`src/rtl/shift_add_multiplier_pkg.sv`:
```
// shift_add_multiplier_pkg: state encoding and default width shared by the multiplier and the divider controller
package shift_add_multiplier_pkg;
  localparam int DEFAULT_WIDTH = 8;
  typedef enum logic [1:0] {
    IDLE = 2'd0,
    RUN  = 2'd1,
    DONE = 2'd2
  } state_t;
endpackage

```
`src/rtl/shift_add_multiplier_datapath.sv`:
```
// shift_add_multiplier_datapath: A/Q/M/C registers, add and shift; aq_next is {A,Q} after the current step
module shift_add_multiplier_datapath
  import shift_add_multiplier_pkg::*;
#(
  parameter int WIDTH = DEFAULT_WIDTH
) (
  input  logic               clk,
  input  logic               reset_n,
  input  logic               load,
  input  logic               step,
  input  logic [WIDTH-1:0]   multiplicand,
  input  logic [WIDTH-1:0]   multiplier,
  output logic [2*WIDTH-1:0] aq_next
);
  logic [WIDTH-1:0] a, q, m;
  logic             c;
  logic [WIDTH:0]   sum;
  // the shift moves sum into A and its LSB into Q; C always receives 0
  always_comb begin
    sum     = q[0] ? {c, a} + {1'b0, m} : {c, a};
    aq_next = {sum, q[WIDTH-1:1]};
  end
  always_ff @(posedge clk or negedge reset_n) begin
    if (!reset_n) begin
      a <= '0;
      q <= '0;
      m <= '0;
      c <= 1'b0;
    end else if (load) begin
      a <= '0;
      q <= multiplier;
      m <= multiplicand;
      c <= 1'b0;
    end else if (step) begin
      {c, a, q} <= {1'b0, aq_next};
    end
  end
endmodule

```
`src/rtl/shift_add_multiplier.sv`:
```
// shift_add_multiplier: sequential unsigned shift-add multiplier, one multiplier bit per clock
module shift_add_multiplier
  import shift_add_multiplier_pkg::*;
#(
  parameter int WIDTH = DEFAULT_WIDTH
) (
  input  logic               clk,
  input  logic               reset_n,
  input  logic               start,
  input  logic [WIDTH-1:0]   multiplicand,
  input  logic [WIDTH-1:0]   multiplier,
  output logic               busy,
  output logic               done,
  output logic [2*WIDTH-1:0] product
);
  localparam int CW = $clog2(WIDTH + 1);
  state_t               state;
  logic [CW-1:0]        count;
  logic [2*WIDTH-1:0]   aq_next;
  logic                 load, step;
  assign load = (state == IDLE) && start;
  assign step = (state == RUN);
  assign busy = (state == RUN);
  assign done = (state == DONE);
  shift_add_multiplier_datapath #(.WIDTH(WIDTH)) u_dp (
    .clk         (clk),
    .reset_n     (reset_n),
    .load        (load),
    .step        (step),
    .multiplicand(multiplicand),
    .multiplier  (multiplier),
    .aq_next     (aq_next)
  );
  always_ff @(posedge clk or negedge reset_n) begin
    if (!reset_n) begin
      state   <= IDLE;
      count   <= '0;
      product <= '0;
    end else begin
      case (state)
        IDLE: if (start) begin
          count <= CW'(WIDTH);
          state <= RUN;
        end
        RUN: begin
          count <= count - 1'b1;
          if (count == CW'(1)) begin
            product <= aq_next;
            state   <= DONE;
          end
        end
        default: state <= IDLE;
      endcase
    end
  end
endmodule

```
`config.mk`:
```
export PLATFORM = sky130hd
export DESIGN_NAME = shift_add_multiplier
export DESIGN_NICKNAME = d
export VERILOG_FILES = /design/src/rtl/shift_add_multiplier_pkg.sv /design/src/rtl/shift_add_multiplier_datapath.sv /design/src/rtl/shift_add_multiplier.sv
export SDC_FILE = /design/constraint.sdc
export NUM_CORES = 1
export LEC_CHECK = 0
export ABC_AREA = 1
export BUFFER_PORTS_ARGS = -buffer_cell sky130_fd_sc_hd__buf_4
export CAP_MARGIN = 5
export CELL_PAD_IN_SITES_DETAIL_PLACEMENT = 0
export CELL_PAD_IN_SITES_GLOBAL_PLACEMENT = 1
export CORE_ASPECT_RATIO = 1.4
export CORE_MARGIN = 5
export CORE_UTILIZATION = 45
export CTS_CLUSTER_SIZE = 10
export DETAILED_ROUTE_END_ITERATION = 8
export PLACE_DENSITY = 0.82
export SYNTH_ARGS = -nofsm -noshare
export SYNTH_HDL_FRONTEND = slang
export SYNTH_SLANG_ARGS = --single-unit
```
`constraint.sdc`:
```
create_clock -name clk -period 2.6 [get_ports clk]
set_input_delay 0.78 -clock clk [delete_from_list [all_inputs] [get_ports clk]]
set_output_delay 0.78 -clock clk [all_outputs]
set_load 0.005 [all_outputs]
```
==> results of run 1 <==
state kept, by name, summed over array words and instances (netlist names):
name     cells
product     16
u_dp.a       8
u_dp.m       8
u_dp.q       8
count        4
state        2
kinds of logic (layout without fill, tap and decap cells):
kind of cell    count (synthesis)  after routing  synth area share
fa+ha+maj                      11             11            0.0636
flops                          46             46             0.504
compound gates                 48             48             0.134
simple gates                  120            120             0.236
buf+inv                        35             74            0.0630
final cells by class:
type | instances | area, um2 | share of cell area
Clock buffer | 6 | 82.6 | 0.0306
Timing Repair Buffer | 37 | 278 | 0.103
Multi-Input combinational cell | 179 | 988 | 0.366
Inverter | 29 | 109 | 0.0403
Clock inverter | 2 | 12.5 | 0.00463
Sequential cell | 46 | 1150 | 0.426
Tap cell | 64 | 80.1 | 0.0296
stage by stage:
stage	util	setup slack, ns
3_5_place_dp	0.534	0.760
6_report	0.554	0.449
2_1_floorplan	-	0.932
4_1_cts	0.554	0.436
3_3_place_gp	0.534	0.784
5_1_grt	0.554	0.333
metal layers:
metal / vias up / routed length [um]
met5: - / 0
met4: 0 / 102
met3: 8 / 142
met2: 25 / 2660
met1: 827 / 2160
li1: 923 / -
power groups by stage:
stage | clock network (mW) | registers (mW) | logic (mW)
after floorplan | 0 | 1.25 | 1.27
after global placement | 0 | 1.32 | 1.73
after detailed placement | 0 | 1.32 | 1.75
after CTS | 0.475 | 1.31 | 1.76
after global routing | 0.503 | 1.35 | 2.00
final | 0.450 | 1.30 | 1.73
placed cells by master (no fill, tap or decap):
cell type / n
sky130_fd_sc_hd__o22ai_1: 3
sky130_fd_sc_hd__a21oi_1: 8
sky130_fd_sc_hd__o21ai_0: 11
sky130_fd_sc_hd__ha_1: 10
sky130_fd_sc_hd__clkinv_2: 1
sky130_fd_sc_hd__inv_1: 25
sky130_fd_sc_hd__o31ai_1: 1
sky130_fd_sc_hd__o22ai_2: 1
sky130_fd_sc_hd__clkinvlp_4: 1
sky130_fd_sc_hd__clkbuf_8: 6
sky130_fd_sc_hd__dfrtp_1: 46
sky130_fd_sc_hd__nand3_1: 18
sky130_fd_sc_hd__fa_1: 1
sky130_fd_sc_hd__o21ai_1: 9
sky130_fd_sc_hd__o21a_1: 1
sky130_fd_sc_hd__inv_2: 4
sky130_fd_sc_hd__or2_2: 5
sky130_fd_sc_hd__nand2_4: 1
sky130_fd_sc_hd__o221ai_2: 1
sky130_fd_sc_hd__nor4_1: 1
sky130_fd_sc_hd__nand3b_1: 3
sky130_fd_sc_hd__nor3b_4: 1
sky130_fd_sc_hd__a31oi_1: 1
sky130_fd_sc_hd__nor3_1: 1
sky130_fd_sc_hd__o21ai_2: 6
sky130_fd_sc_hd__nor2_4: 2
sky130_fd_sc_hd__a22oi_1: 6
sky130_fd_sc_hd__buf_4: 37
sky130_fd_sc_hd__nor2_1: 7
sky130_fd_sc_hd__nand2_1: 81
worst max path at each step:
stage / startpoint / end / slack, ns / cells after the start
floorplan: state[1] / busy / 0.93 / 4
global placement: state[1] / busy / 0.78 / 4
detailed placement: start / u_dp.q[7] / 0.76 / 6
CTS: state[1] / busy / 0.44 / 4
global route: state[1] / busy / 0.33 / 4
finish: state[1] / busy / 0.45 / 4
==> results.yml, run 1 <==
status:
  status: "finished, final reports clean"
routing:
  detail_route.vias_per_cell: 4.91
  detailedRoute.firstPassIterationCount: 4
  routed-via-count: 1783
  routedWlPerCell_um: 13.9
  drc_violation_count_after_routing: 0
  wirelength_um: 5060
  postRouteAntennaNets: 0
  initialDrtViolationCount: 91
sta:
  final.setup.tns_ns: 0
  final.hold.worst_slack_ns: 0.472
  final-max-slew-violation-count: 0
  min_period_over_period: 0.827
  grt_setup_unrepaired: "no"
  max_freq_mhz: 465
  report.final.setup_viol: 0
  fin_crit_ns: 2.15
  timing_hold_violations_final: 0
  maxSlewHeadroom: 0.606
  timing_worst_slew_pin_value_ns: 0.591
  fin_skew_ns: 0.00719
synthesis:
  synthDominantAreaCellType: "sky130_fd_sc_hd__dfrtp_1"
  ys_seq_area_frac: 0.504
  synth.avg_cell_area_um2: 8.78
  area_contributors_post_synth: "sky130_fd_sc_hd__dfrtp_1 (50%), sky130_fd_sc_hd__nand2_1 (13%), sky130_fd_sc_hd__ha_1 (5.5%), sky130_fd_sc_hd__inv_1 (4.1%), sky130_fd_sc_hd__nand3_1 (3.9%)"
  postSynthRegisterBits: 46
  synth.lib_cells_used.distinct: 29
  synth_top_area_frac: 0.504
  post_synthesis_instance_total: 260
  yosys_warnings: 0
  synth_nets: 290
  synth_edf_count: 0
  post-synth-top-count-cell: "sky130_fd_sc_hd__nand2_1"
  asyncSetResetFlopFracSynth: 1.00
  syn-cell-area_um2: 2280
  ys_top_cells_by_count: "sky130_fd_sc_hd__nand2_1 (81), sky130_fd_sc_hd__dfrtp_1 (46), sky130_fd_sc_hd__inv_1 (25)"
  synth_ff_type: "sky130_fd_sc_hd__dfrtp_1"
placement:
  dp_hpwl_um: 3780
  dpl.cell_count: 355
  postPlaceCellArea_um2: 2610
  gp_weighted_congestion: 0.798
  io_buffers: 36
job:
  drv.max_cap_violation_count: 0
finish:
  post_layout_nonfiller_instances: 363
  final_net_count: 328
  ant_diodes: 0
  postLayoutCellArea_um2: 2700
  synthToLayoutAreaGrowth_pct: 18.3
  fillers: 478
  final_layout_size_suffix_gt1_frac: 0.221
grt:
  globalRoute.busiestLayer: "met2"
  first_global_vias: 1854
  grt_remaining_overflow: 0
  grt_first_pass_wirelength_um: 8760
  grt.total_usage: 0.168
  initial_antenna_violation_count: 0
  met2_usage: 0.304
  grt_max_degree: 47
  grtUsageMet3: 0.0278
  globalRouteMet1Util: 0.199
setup_path:
  cpPeakStageDelay_ns: 0.41
  cpLargestDelayFamily: "buffers and inverters"
  path_buf_inv: 3
  worst-r2r-cell-count: 10
  worst-setup-path-type: "flip-flop to output port"
  crit_path_cell_trace: "inv_1, nand2_4, inv_2, buf_4"
  critical_path.reg2reg.startpoint: "u_dp.m[0]"
  required_time_of_the_critical_path_ns: 1.82
  critPathMaxFanout: 14
  startpoint_type: "flip-flop"
  r2r-end: "product[15]"
  critPathCaptureType: "output port"
  crit_slowest_cell: "sky130_fd_sc_hd__dfrtp_1"
  crit_arrival_ns: 1.37
  reg2reg_setup_slack_ns: 0.83
clock_tree:
  clk_pin_slew_worst_setup_hold_paths_ns: 0.08
  cts_hold_buffers: 0
  clock_latency_ns: 0.30
  post_cts_buffers: 0
  cts_buffers: 5
  cts_tree: "built"
  cts_htree_levels: 2
  cts_num_sinks: 46
  cts_max_path_buffers: 2
  post_cts_resized: 0
  cts.root.buffer_cell: "sky130_fd_sc_hd__clkbuf_8"
die:
  start_util: 0.468
  dieArea_um2: 6620
  placement_rows: 30
  design.portCount: 37
  fp.dieH_um: 94.3
  dieWidth_um: 70.2
  placeableCoreArea_um2: 4880
power_and_ir_drop:
  part_of_the_total_power_dissipated_in_combinational_logic: 0.496
  power_frac_seq: 0.375
  netSwitchingFraction: 0.425
  power.internal_mw: 2.00
  pwr_density_cell_nw_per_um2: 1290
  p_switching_mw: 1.48
  clock_power_share: 0.129
  power.ir.vdd_worst_mv: 0.635
  power.total_mw: 3.48
  p_leak_nw: 1.39
min_path:
  holdCritPathClass: "primary input to asynchronous set/reset pin"
No activity file was read; power rests on OpenSTA's default activity.
==> inputs of run 2 (changes only) <==
ABC_AREA = 0   (was 1)
CORE_UTILIZATION = 38   (was 45)
PLACE_DENSITY = 0.73   (was 0.82)
clock period = 1.75 ns   (was 2.6 ns; I/O delays follow)
==> run 2 against run 1 <==
The run now ends with setup timing left. Clock skew is 0.0045 ns higher. Critical path depth is 4 higher. Total power is 59% higher. Highest routed layer unchanged.
==> results.yml, run 2 <==
power_and_ir_drop:
  part_of_the_total_power_dissipated_in_combinational_logic: 0.520
  p_switching_mw: 2.20
  netSwitchingFraction: 0.399
  power_frac_seq: 0.357
  clock_power_share: 0.123
  power.total_mw: 5.52
  p_leak_nw: 1.39
  pwr_density_cell_nw_per_um2: 1920
  power.internal_mw: 3.32
  power.ir.vdd_worst_mv: 0.653
grt:
  first_global_vias: 1857
  grt_first_pass_wirelength_um: 8690
  grt.total_usage: 0.151
  initial_antenna_violation_count: 0
  grt_max_degree: 47
  grt_remaining_overflow: 0
setup_path:
  worst-setup-path-type: "flip-flop to flip-flop"
  cpPeakStageDelay_ns: 0.39
  path_buf_inv: 1
  required_time_of_the_critical_path_ns: 1.94
  crit_slowest_cell: "sky130_fd_sc_hd__dfrtp_1"
  crit_path_cell_trace: "ha_2, inv_2, fa_2, nor2b_4, o21a_1, or3_1, a31oi_2, o21ai_1"
  crit_arrival_ns: 2.04
  cpLargestDelayFamily: "compound AO/OA/AOI/OAI gates"
  critPathCaptureType: "flip-flop"
  startpoint_type: "flip-flop"
  critPathMaxFanout: 2
placement:
  dpl_worst_slack_ns: -0.134
  gp_weighted_congestion: 0.737
  io_buffers: 36
  dp_hpwl_um: 3830
  postPlaceCellArea_um2: 2700
die:
  placeableCoreArea_um2: 5780
  placement_rows: 33
  start_util: 0.384
  dieWidth_um: 74.6
  fp.dieH_um: 100
  design.portCount: 37
  dieArea_um2: 7490
finish:
  ant_diodes: 0
  final_layout_size_suffix_gt1_frac: 0.287
  flip_flop_count_of_the_largest_register_all_copies_and_words_added: 16
  synthToLayoutAreaGrowth_pct: 29.3
  postLayoutCellArea_um2: 2870
  final_net_count: 322
  sequential_cell_area_um2: 1150
  layout.cells.most_common: "sky130_fd_sc_hd__nand2_1"
  multi_input_combinational_cell_area_um2: 1070
  fillers: 578
  registers.top_by_ff_count: "product"
  mostFrequentLayoutCells: "sky130_fd_sc_hd__nand2_1 (69), sky130_fd_sc_hd__buf_4 (58), sky130_fd_sc_hd__dfrtp_1 (46)"
min_path:
  holdCritPathClass: "primary input to asynchronous set/reset pin"
synthesis:
  ys_top_cells_by_count: "sky130_fd_sc_hd__nand2_1 (70), sky130_fd_sc_hd__dfrtp_1 (46), sky130_fd_sc_hd__o21ai_0 (20)"
  syn-cell-area_um2: 2220
  synth_edf_count: 0
  ys_seq_area_frac: 0.519
  synth_top_area_frac: 0.519
  yosys_warnings: 0
  synth.lib_cells_used.distinct: 37
  synthDominantAreaCellType: "sky130_fd_sc_hd__dfrtp_1"
  synth_nets: 267
  synth_ff_type: "sky130_fd_sc_hd__dfrtp_1"
  asyncSetResetFlopFracSynth: 1.00
  synth.avg_cell_area_um2: 9.37
  post_synthesis_instance_total: 237
  area_contributors_post_synth: "sky130_fd_sc_hd__dfrtp_1 (52%), sky130_fd_sc_hd__nand2_1 (12%), sky130_fd_sc_hd__ha_1 (5.6%), sky130_fd_sc_hd__o21ai_0 (4.5%), sky130_fd_sc_hd__a22oi_1 (2.4%)"
  post-synth-top-count-cell: "sky130_fd_sc_hd__nand2_1"
  postSynthRegisterBits: 46
sta:
  max_freq_mhz: 541
  report.final.setup_viol: 8
  min_period_over_period: 1.06
  final-max-slew-violation-count: 0
  timing_hold_violations_final: 0
  finalWorstSetupSlack_ns: -0.0989
  maxSlewHeadroom: 0.604
  final.hold.worst_slack_ns: 0.205
  grt_setup_unrepaired: "yes"
  timing_worst_slew_pin_value_ns: 0.593
  fin_crit_ns: 1.85
  fin_skew_ns: 0.0117
status:
  status: "finished with violations"
  violations: "setup timing"
clock_tree:
  cts_htree_levels: 2
  cts_max_path_buffers: 2
  cts_tree: "built"
  cts.root.buffer_cell: "sky130_fd_sc_hd__clkbuf_8"
  cts_num_sinks: 46
  clk_pin_slew_worst_setup_hold_paths_ns: 0.10
  cts_buffers: 5
  clock_latency_ns: 0.31
  cts_hold_buffers: 0
routing:
  postRouteAntennaNets: 0
  routed-via-count: 1847
  detailedRoute.firstPassIterationCount: 4
  drc_violation_count_after_routing: 0
  routedWlPerCell_um: 14.6
  initialDrtViolationCount: 77
  wirelength_um: 5300
  detail_route.vias_per_cell: 5.09
job:
  drv.max_cap_violation_count: 0
==> run 2: kinds of logic after synthesis <==
family                   Yosys count  share of synthesized area
AO/OA/AOI/OAI                     47                      0.133
AND/OR/NAND/NOR                  106                      0.211
adder cells (fa/ha/maj)           11                     0.0654
multiplexers                       5                     0.0231
XOR/XNOR                           4                     0.0158
buffers and inverters             18                     0.0333
flip-flops                        46                      0.519
==> run 2: layout make-up <==
cell class	count	share of cell area
flip-flops and latches	46	0.401
inverters	7	0.00915
clock buffers	5	0.0240
well taps	70	0.0305
clock inverters	3	0.00828
repair buffers	59	0.156
multi-input cells	173	0.371
==> run 2: power groups by stage <==
stage | registers [mW] | logic (mW) | clock network [mW]
floorplan | 1.86 | 1.68 | 0
global placement | 1.96 | 2.63 | 0
detailed placement | 1.98 | 2.68 | 0
CTS | 1.98 | 2.86 | 0.711
global route | 2.04 | 3.23 | 0.747
finish | 1.97 | 2.87 | 0.677
==> run 2: metal layers <==
metal  up-vias  track usage  part of all wire
met3         8       0.0301             0.049
met5         -            0                 0
met4         0       0.0562             0.017
met1       884        0.180              0.43
met2        38        0.263              0.50
li1        917            -                 -
==> run 2: worst paths after layout <==
kind                       cells past startpoint          to             from  slack [ns]
setup / recovery                               8   u_dp.a[3]        u_dp.a[0]        -0.1
hold / removal                                 1  product[6]          reset_n        0.20
setup reg to reg                               8   u_dp.a[3]        u_dp.a[0]        -0.1
hold reg to reg                                2  product[5]       product[5]        0.48
max in group asynchronous                      1   u_dp.a[5]          reset_n        1.12
min in group clk                               3   u_dp.m[2]  multiplicand[2]        0.41
==> run 2: worst register-to-register path, cell delays in order (launching register included) <==
cell and delay, ns:
sky130_fd_sc_hd__dfrtp_1 0.39, sky130_fd_sc_hd__ha_2 0.20, sky130_fd_sc_hd__inv_2 0.05, sky130_fd_sc_hd__fa_2 0.22, sky130_fd_sc_hd__nor2b_4 0.05, sky130_fd_sc_hd__o21a_1 0.19, sky130_fd_sc_hd__or3_1 0.38, sky130_fd_sc_hd__a31oi_2 0.17
sky130_fd_sc_hd__o21ai_1 0.09
==> run 2: stage by stage <==
| step | TNS [ns] | instances | util |
|---|---|---|---|
| floorplan | 0 | 237 | - |
| global placement | -0.485 | 354 | 0.467 |
| detailed placement | -0.700 | 354 | 0.467 |
| CTS | -0.549 | 363 | 0.495 |
| global route | -1.09 | 363 | 0.497 |
| finish | -0.374 | 363 | 0.497 |
==> run 2: what timing repair did <==
item                       CTS  global route
gates cloned                 0             0
resized for setup           13             7
setup buffers                1             0
pin swaps                   13            12
setup endpoints to repair    8            19
